$ cat src/rtl/prog_clk_div_if.sv
// prog_clk_div_if: control and status bundle of the programmable clock divider
interface prog_clk_div_if #(
    parameter int WIDTH = 8
);
    logic             en;
    logic [WIDTH-1:0] div_val;
    logic             div_load;
    logic             clk_out;
    logic             tick;
    logic [WIDTH-1:0] div_active;
    logic             div_pending;
    logic             load_err;

    modport master (
        output en, div_val, div_load,
        input  clk_out, tick, div_active, div_pending, load_err
    );

    modport slave (
        input  en, div_val, div_load,
        output clk_out, tick, div_active, div_pending, load_err
    );
endinterface

$ cat src/rtl/prog_clk_div.sv
// prog_clk_div: runtime-programmable even/odd clock divider with period tick
module prog_clk_div #(
    parameter int WIDTH       = 8,
    parameter int DEFAULT_DIV = 4
) (
    input logic         clk_in,
    input logic         reset,
    prog_clk_div_if.slave bus
);
    logic [WIDTH-1:0] cnt_q, cnt_d, act_q, act_d, pval_q, pval_d, half;
    logic             clk_q, clk_d, tick_q, tick_d, pend_q, pend_d, err_q, err_d;
    logic             bnd, adv, load_ok;

    always_comb begin
        bnd     = cnt_q == act_q - 1'b1;
        adv     = bus.en && bnd;
        half    = act_q >> 1;
        load_ok = bus.div_load && (bus.div_val >= WIDTH'(2));
        cnt_d   = !bus.en ? cnt_q : bnd ? '0 : cnt_q + 1'b1;
        clk_d   = !bus.en ? clk_q : bnd || (cnt_q + 1'b1 < half);
        tick_d  = adv;
        // the boundary consumes the pending value seen before this edge
        act_d   = (adv && pend_q) ? pval_q : act_q;
        pval_d  = load_ok ? bus.div_val : pval_q;
        pend_d  = load_ok || (pend_q && !adv);
        err_d   = bus.div_load && !load_ok;
    end

    always_ff @(posedge clk_in) begin
        if (reset) begin
            cnt_q  <= WIDTH'(DEFAULT_DIV - 1);
            act_q  <= WIDTH'(DEFAULT_DIV);
            pval_q <= '0;
            clk_q  <= 1'b0;
            tick_q <= 1'b0;
            pend_q <= 1'b0;
            err_q  <= 1'b0;
        end else begin
            cnt_q  <= cnt_d;
            act_q  <= act_d;
            pval_q <= pval_d;
            clk_q  <= clk_d;
            tick_q <= tick_d;
            pend_q <= pend_d;
            err_q  <= err_d;
        end
    end

    assign bus.clk_out     = clk_q;
    assign bus.tick        = tick_q;
    assign bus.div_active  = act_q;
    assign bus.div_pending = pend_q;
    assign bus.load_err    = err_q;
endmodule

$ cat src/flat_wrapper.sv
// flat-port wrapper written by rule: the top's interface ports become plain ports
module prog_clk_div_flat 
#(
    parameter int WIDTH       = 8,
    parameter int DEFAULT_DIV = 4
)
  (clk_in, reset, bus_en, bus_div_val, bus_div_load, bus_clk_out, bus_tick, bus_div_active, bus_div_pending, bus_load_err);
  prog_clk_div_if #(.WIDTH(WIDTH)) bus_i ();
  input logic clk_in;
  input logic reset;
  input wire logic [$bits(bus_i.en)-1:0] bus_en;
  input wire logic [$bits(bus_i.div_val)-1:0] bus_div_val;
  input wire logic [$bits(bus_i.div_load)-1:0] bus_div_load;
  output wire logic [$bits(bus_i.clk_out)-1:0] bus_clk_out;
  output wire logic [$bits(bus_i.tick)-1:0] bus_tick;
  output wire logic [$bits(bus_i.div_active)-1:0] bus_div_active;
  output wire logic [$bits(bus_i.div_pending)-1:0] bus_div_pending;
  output wire logic [$bits(bus_i.load_err)-1:0] bus_load_err;
  assign bus_i.en = bus_en;
  assign bus_i.div_val = bus_div_val;
  assign bus_i.div_load = bus_div_load;
  assign bus_clk_out = bus_i.clk_out;
  assign bus_tick = bus_i.tick;
  assign bus_div_active = bus_i.div_active;
  assign bus_div_pending = bus_i.div_pending;
  assign bus_load_err = bus_i.load_err;
  prog_clk_div #(.WIDTH(WIDTH), .DEFAULT_DIV(DEFAULT_DIV)) u_core (.clk_in(clk_in), .reset(reset), .bus(bus_i));
endmodule
$ cat config.mk
export PLATFORM = sky130hd
export DESIGN_NAME = prog_clk_div_flat
export DESIGN_NICKNAME = d
export VERILOG_FILES = /design/src/rtl/prog_clk_div_if.sv /design/src/rtl/prog_clk_div.sv /design/src/flat_wrapper.sv
export SDC_FILE = /design/constraint.sdc
export NUM_CORES = 1
export LEC_CHECK = 0
export ABC_AREA = 1
export BUFFER_PORTS_ARGS = -buffer_cell sky130_fd_sc_hd__buf_2
export CORE_UTILIZATION = 55
export DETAILED_ROUTE_END_ITERATION = 16
export PLACE_DENSITY = 0.77
export SETUP_SLACK_MARGIN = 0.15
export SLEW_MARGIN = 5
export SYNTH_ARGS = -nofsm -noshare
export SYNTH_HDL_FRONTEND = slang
export SYNTH_SLANG_ARGS = --single-unit
$ cat constraint.sdc
create_clock -name clk_in -period 2.6 [get_ports clk_in]
set_input_delay 0.52 -clock clk_in [delete_from_list [all_inputs] [get_ports clk_in]]
set_output_delay 0.52 -clock clk_in [all_outputs]
set_load 0.01 [all_outputs]
==> run summary <==
WORST SETUP PATH
----------------------------------------------------------------------------------------
Cell at the slowest stage of the critical path ............................ sky130_fd_sc_hd__dfxtp_1
Crit path launch .......................................................... u_core.bus.div_active[0]$_SDFFE_PP0P_
Worst Path Arrival ........................................................      2.11 ns
Worst path cell trace ..................................................... inv_2, ha_1, inv_1, nand2_1, nand2_1, nor2_1, nand2_1, nor2_1, nand2_1, nor2_4, nand4_4, nand2_1, nand3_1
Capture point of the worst path ........................................... u_core.bus.div_active[2]$_SDFFE_PP1P_
Crit path capture type ....................................................     register
Maximum fanout along the worst path .......................................           15
Path type of the worst setup path ......................................... register to register
Highest cell delay on the worst timing path ...............................      0.38 ns
Critical path launch point type ...........................................     register
Crit Reg-Reg Endpoint ..................................................... u_core.bus.div_active[2]$_SDFFE_PP1P_
CP dominant cell by count ................................................. sky130_fd_sc_hd__nand2_1
Required time of the worst setup path .....................................      2.82 ns
Worst Reg2Reg Path Length in Cells ........................................           13
Beginning of the worst register-to-register path .......................... u_core.bus.div_active[0]$_SDFFE_PP0P_
Register-to-register setup slack ..........................................      0.70 ns

RUN
----------------------------------------------------------------------------------------
Max cap viols .............................................................            0

STA
----------------------------------------------------------------------------------------
Tmin final ................................................................      1.90 ns
Final total negative setup slack ..........................................         0 ns
Max Freq ..................................................................    0.528 GHz
Setup violators final .....................................................            0
Least setup slack across all paths after layout ...........................     0.705 ns
RSZ-0062 raised after global routing ......................................        false
Hold violation total from the final report ................................            0
Number of slew-limit violations in the final report .......................            0
Worst rel slew slack ......................................................        68.8%
Slew @ Worst Pin ..........................................................     0.466 ns
Setup skew after layout ...................................................   0.00357 ns
Portion of the clock cycle consumed by the worst path in the final layout .        72.9%

SYNTHESIS
----------------------------------------------------------------------------------------
Post-synth top area share .................................................        34.3%
Top post-synthesis cells by area .......................................... sky130_fd_sc_hd__dfxtp_1 (34%), sky130_fd_sc_hd__nand2_1 (16%), sky130_fd_sc_hd__nor2_1 (11%)
Synthesized netlist net count .............................................          270
Cell types with the highest counts after synthesis ........................ sky130_fd_sc_hd__nand2_1 (69), sky130_fd_sc_hd__nor2_1 (49), sky130_fd_sc_hd__dfxtp_1 (28)
Number of synthesized flops with an enable pin ............................            0
Sequential cell area fraction in the yosys report .........................        34.3%
Top flip-flop cell by instance count after synthesis ...................... sky130_fd_sc_hd__dfxtp_1
Number of unique standard cell types used by synthesis ....................           25
Post-synthesis cell type with the largest combined area ................... sky130_fd_sc_hd__dfxtp_1
Post-synthesis async set-or-reset flop share ..............................           0%
Yosys warning total .......................................................            0
Number of instances in the synthesized netlist ............................          250
Mean cell area of the mapped netlist ......................................     6.54 µm²
Mapped Area ...............................................................  0.00164 mm²
Leading cell type by number of instances after synthesis .................. sky130_fd_sc_hd__nand2_1
Yosys reg bits ............................................................           28

CTS
----------------------------------------------------------------------------------------
Number of clock sinks .....................................................           28
Clock tree from TritonCTS .................................................        built
Hold buffer count at cts ..................................................            0
Clock-pin slew of the registers on the worst-case setup and hold paths ....      0.15 ns
Buffer levels on the longest clock path ...................................            2
Root buffer selected by CTS ............................................... sky130_fd_sc_hd__clkbuf_4
Cts repair resizes ........................................................            0
Num CTS Buffers ...........................................................            3
Post-CTS Repair Setup Buffers .............................................            0
Number of H-tree levels ...................................................            1
Latest clock arrival within the worst-skew pair ...........................      0.33 ns

WORST HOLD PATH
----------------------------------------------------------------------------------------
Worst min-delay path category ............................................. input pin to register

FLOORPLAN
----------------------------------------------------------------------------------------
Die width .................................................................      56.5 µm
Y dimension of the die ....................................................      56.5 µm
Starting Density ..........................................................        58.8%
Core area .................................................................  0.00278 mm²
Top Ports .................................................................           24
Cell row count ............................................................           19
Die area ..................................................................  0.00320 mm²

CELLS AND AREA
----------------------------------------------------------------------------------------
Number of antenna repair diodes ...........................................            0
Fraction of the core area covered by cells at the end of the flow .........        64.8%
Post-route cell area ......................................................  0.00180 mm²
Final non-filler cell total ...............................................          304
Area added between synthesis and finish ...................................        10.2%
Fraction of layout cells with a size suffix above 1 .......................        15.4%
Net count of the finished layout ..........................................          294

DETAILED ROUTING
----------------------------------------------------------------------------------------
Vias after detailed routing ...............................................         1534
Number of vias per cell ...................................................         5.05
Routed length per instance ................................................      11.2 µm
DRC violation total after the first TritonRoute iteration .................           62
Iteration count of the initial detailed-routing pass ......................            4
Antenna-violating nets left ...............................................            0
Number of DRC violations after detailed routing ...........................            0
Aggregate routed wire length ..............................................      3.42 mm

PLACED DESIGN
----------------------------------------------------------------------------------------
Sum of net half-perimeters after detailed placement .......................      2.70 mm
Routability cong. .........................................................        0.847
Port buffer count .........................................................           23
Total placed instance area ................................................  0.00177 mm²
Cell count after placement ................................................          300
Minimum setup slack after placement .......................................     0.715 ns

GLOBAL ROUTE
----------------------------------------------------------------------------------------
Maximum number of pins on one net before global-route repair ..............           17
GRT Resource Usage Total ..................................................        23.5%
Vias in the first global route ............................................         1331
Antenna violations before repair ..........................................            0
Grt ovf ...................................................................            0
First-pass GRT wire length ................................................      5.84 mm

POWER
----------------------------------------------------------------------------------------
Power density over cell area ..............................................   746 mW/mm²
Maximum resistive drop on vdd .............................................     0.505 mV
Leakage ...................................................................     0.953 nW

RUN STATUS
----------------------------------------------------------------------------------------
Outcome ...................................................................    completed

## critical path, delay by kind of cell (launching register included)
| kind | cells | cell delay [ns] |
|---|---|---|
| flops | 1 | 0.38 |
| simple gates | 10 | 0.98 |
| buf+inv | 2 | 0.11 |
| fa+ha+maj | 1 | 0.30 |
## area by class of cell
type	instances	area, µm²
sequential	28	561
multi-input combinational	188	938
timing repair buffer	23	115
clock buffer	4	36.3
inverter	30	113
tap	31	38.8
fill	281	980
## metrics by stage
| stage | hold slack [ns] | total power, mW |
|---|---|---|
| 2_1_floorplan | 0.441 | 1.00 |
| 3_3_place_gp | 0.463 | 1.14 |
| 3_5_place_dp | 0.457 | 1.14 |
| 4_1_cts | 0.412 | 1.35 |
| 5_1_grt | 0.412 | 1.46 |
| 6_report | 0.419 | 1.34 |
## power breakdown
part / leakage, nW / total (mW) / internal, mW / switching [mW]
Sequential: 0.230 / 0.525 / 0.479 / 0.0457
Clock: 0.0210 / 0.214 / 0.0858 / 0.128
Combinational: 0.703 / 0.606 / 0.220 / 0.386
## routing by layer
| metal | global-route usage [%] | wire length (µm) |
|---|---|---|
| met1 | 30.5 | 1680 |
| met2 | 38.0 | 1540 |
| met3 | 3.23 | 109 |
| met4 | 11.8 | 90 |
| met5 | 0 | 0 |
## how the worst min path moves through the flow
stage,start,endpoint,slack (ns),depth (start not counted)
detailed placement,u_core.pval_q[6]$_SDFFE_PP0P_,u_core.pval_q[6]$_SDFFE_PP0P_,0.46,2
global placement,u_core.pval_q[6]$_SDFFE_PP0P_,u_core.pval_q[6]$_SDFFE_PP0P_,0.46,2
CTS,bus_div_load,u_core.bus.load_err$_SDFF_PP0_,0.41,3
floorplan,u_core.pval_q[6]$_SDFFE_PP0P_,u_core.pval_q[6]$_SDFFE_PP0P_,0.44,2
global route,bus_div_val[2],u_core.pval_q[2]$_SDFFE_PP0P_,0.41,3
finish,bus_div_val[3],u_core.pval_q[3]$_SDFFE_PP0P_,0.42,3
## cells by family (layout without fill, tap and decap cells)
kind of cell | count (synthesis) | after routing | synth area share [%]
simple gates | 147 | 147 | 39.2
buf+inv | 34 | 57 | 8.34
flops | 28 | 28 | 34.3
compound gates | 25 | 25 | 7.80
fa+ha+maj | 8 | 8 | 6.12
xor+xnor | 8 | 8 | 4.28
## cell usage in the layout (no fill, tap or decap)
| cell type | instances |
|---|---|
| sky130_fd_sc_hd__a21oi_1 | 13 |
| sky130_fd_sc_hd__nand3_1 | 17 |
| sky130_fd_sc_hd__xor2_1 | 5 |
| sky130_fd_sc_hd__inv_1 | 21 |
| sky130_fd_sc_hd__buf_2 | 23 |
| sky130_fd_sc_hd__clkbuf_4 | 3 |
| sky130_fd_sc_hd__nor2_1 | 49 |
| sky130_fd_sc_hd__dfxtp_1 | 28 |
| sky130_fd_sc_hd__nor2_2 | 1 |
| sky130_fd_sc_hd__nand2_1 | 69 |
| sky130_fd_sc_hd__clkbuf_8 | 1 |
| sky130_fd_sc_hd__nand2_2 | 1 |
| sky130_fd_sc_hd__o21ai_0 | 11 |
| sky130_fd_sc_hd__nand3_4 | 1 |
| sky130_fd_sc_hd__nor3_1 | 3 |
| sky130_fd_sc_hd__clkinv_1 | 1 |
| sky130_fd_sc_hd__nand4_4 | 1 |
| sky130_fd_sc_hd__nor4_1 | 1 |
| sky130_fd_sc_hd__xnor2_1 | 3 |
| sky130_fd_sc_hd__nand3b_1 | 1 |
| sky130_fd_sc_hd__o211ai_1 | 1 |
| sky130_fd_sc_hd__ha_1 | 8 |
| sky130_fd_sc_hd__nand3_2 | 1 |
| sky130_fd_sc_hd__inv_2 | 8 |
| sky130_fd_sc_hd__nor2_4 | 2 |
## flip-flops by register name, summed over array words and instances (netlist names)
register	cells
u_core.bus.load_err	1
u_core.bus.div_active	8
u_core.bus.tick	1
u_core.bus.clk_out	1
u_core.bus.div_pending	1
u_core.pval_q	8
u_core.cnt_q	8
Power figures use the tool's default switching activity.
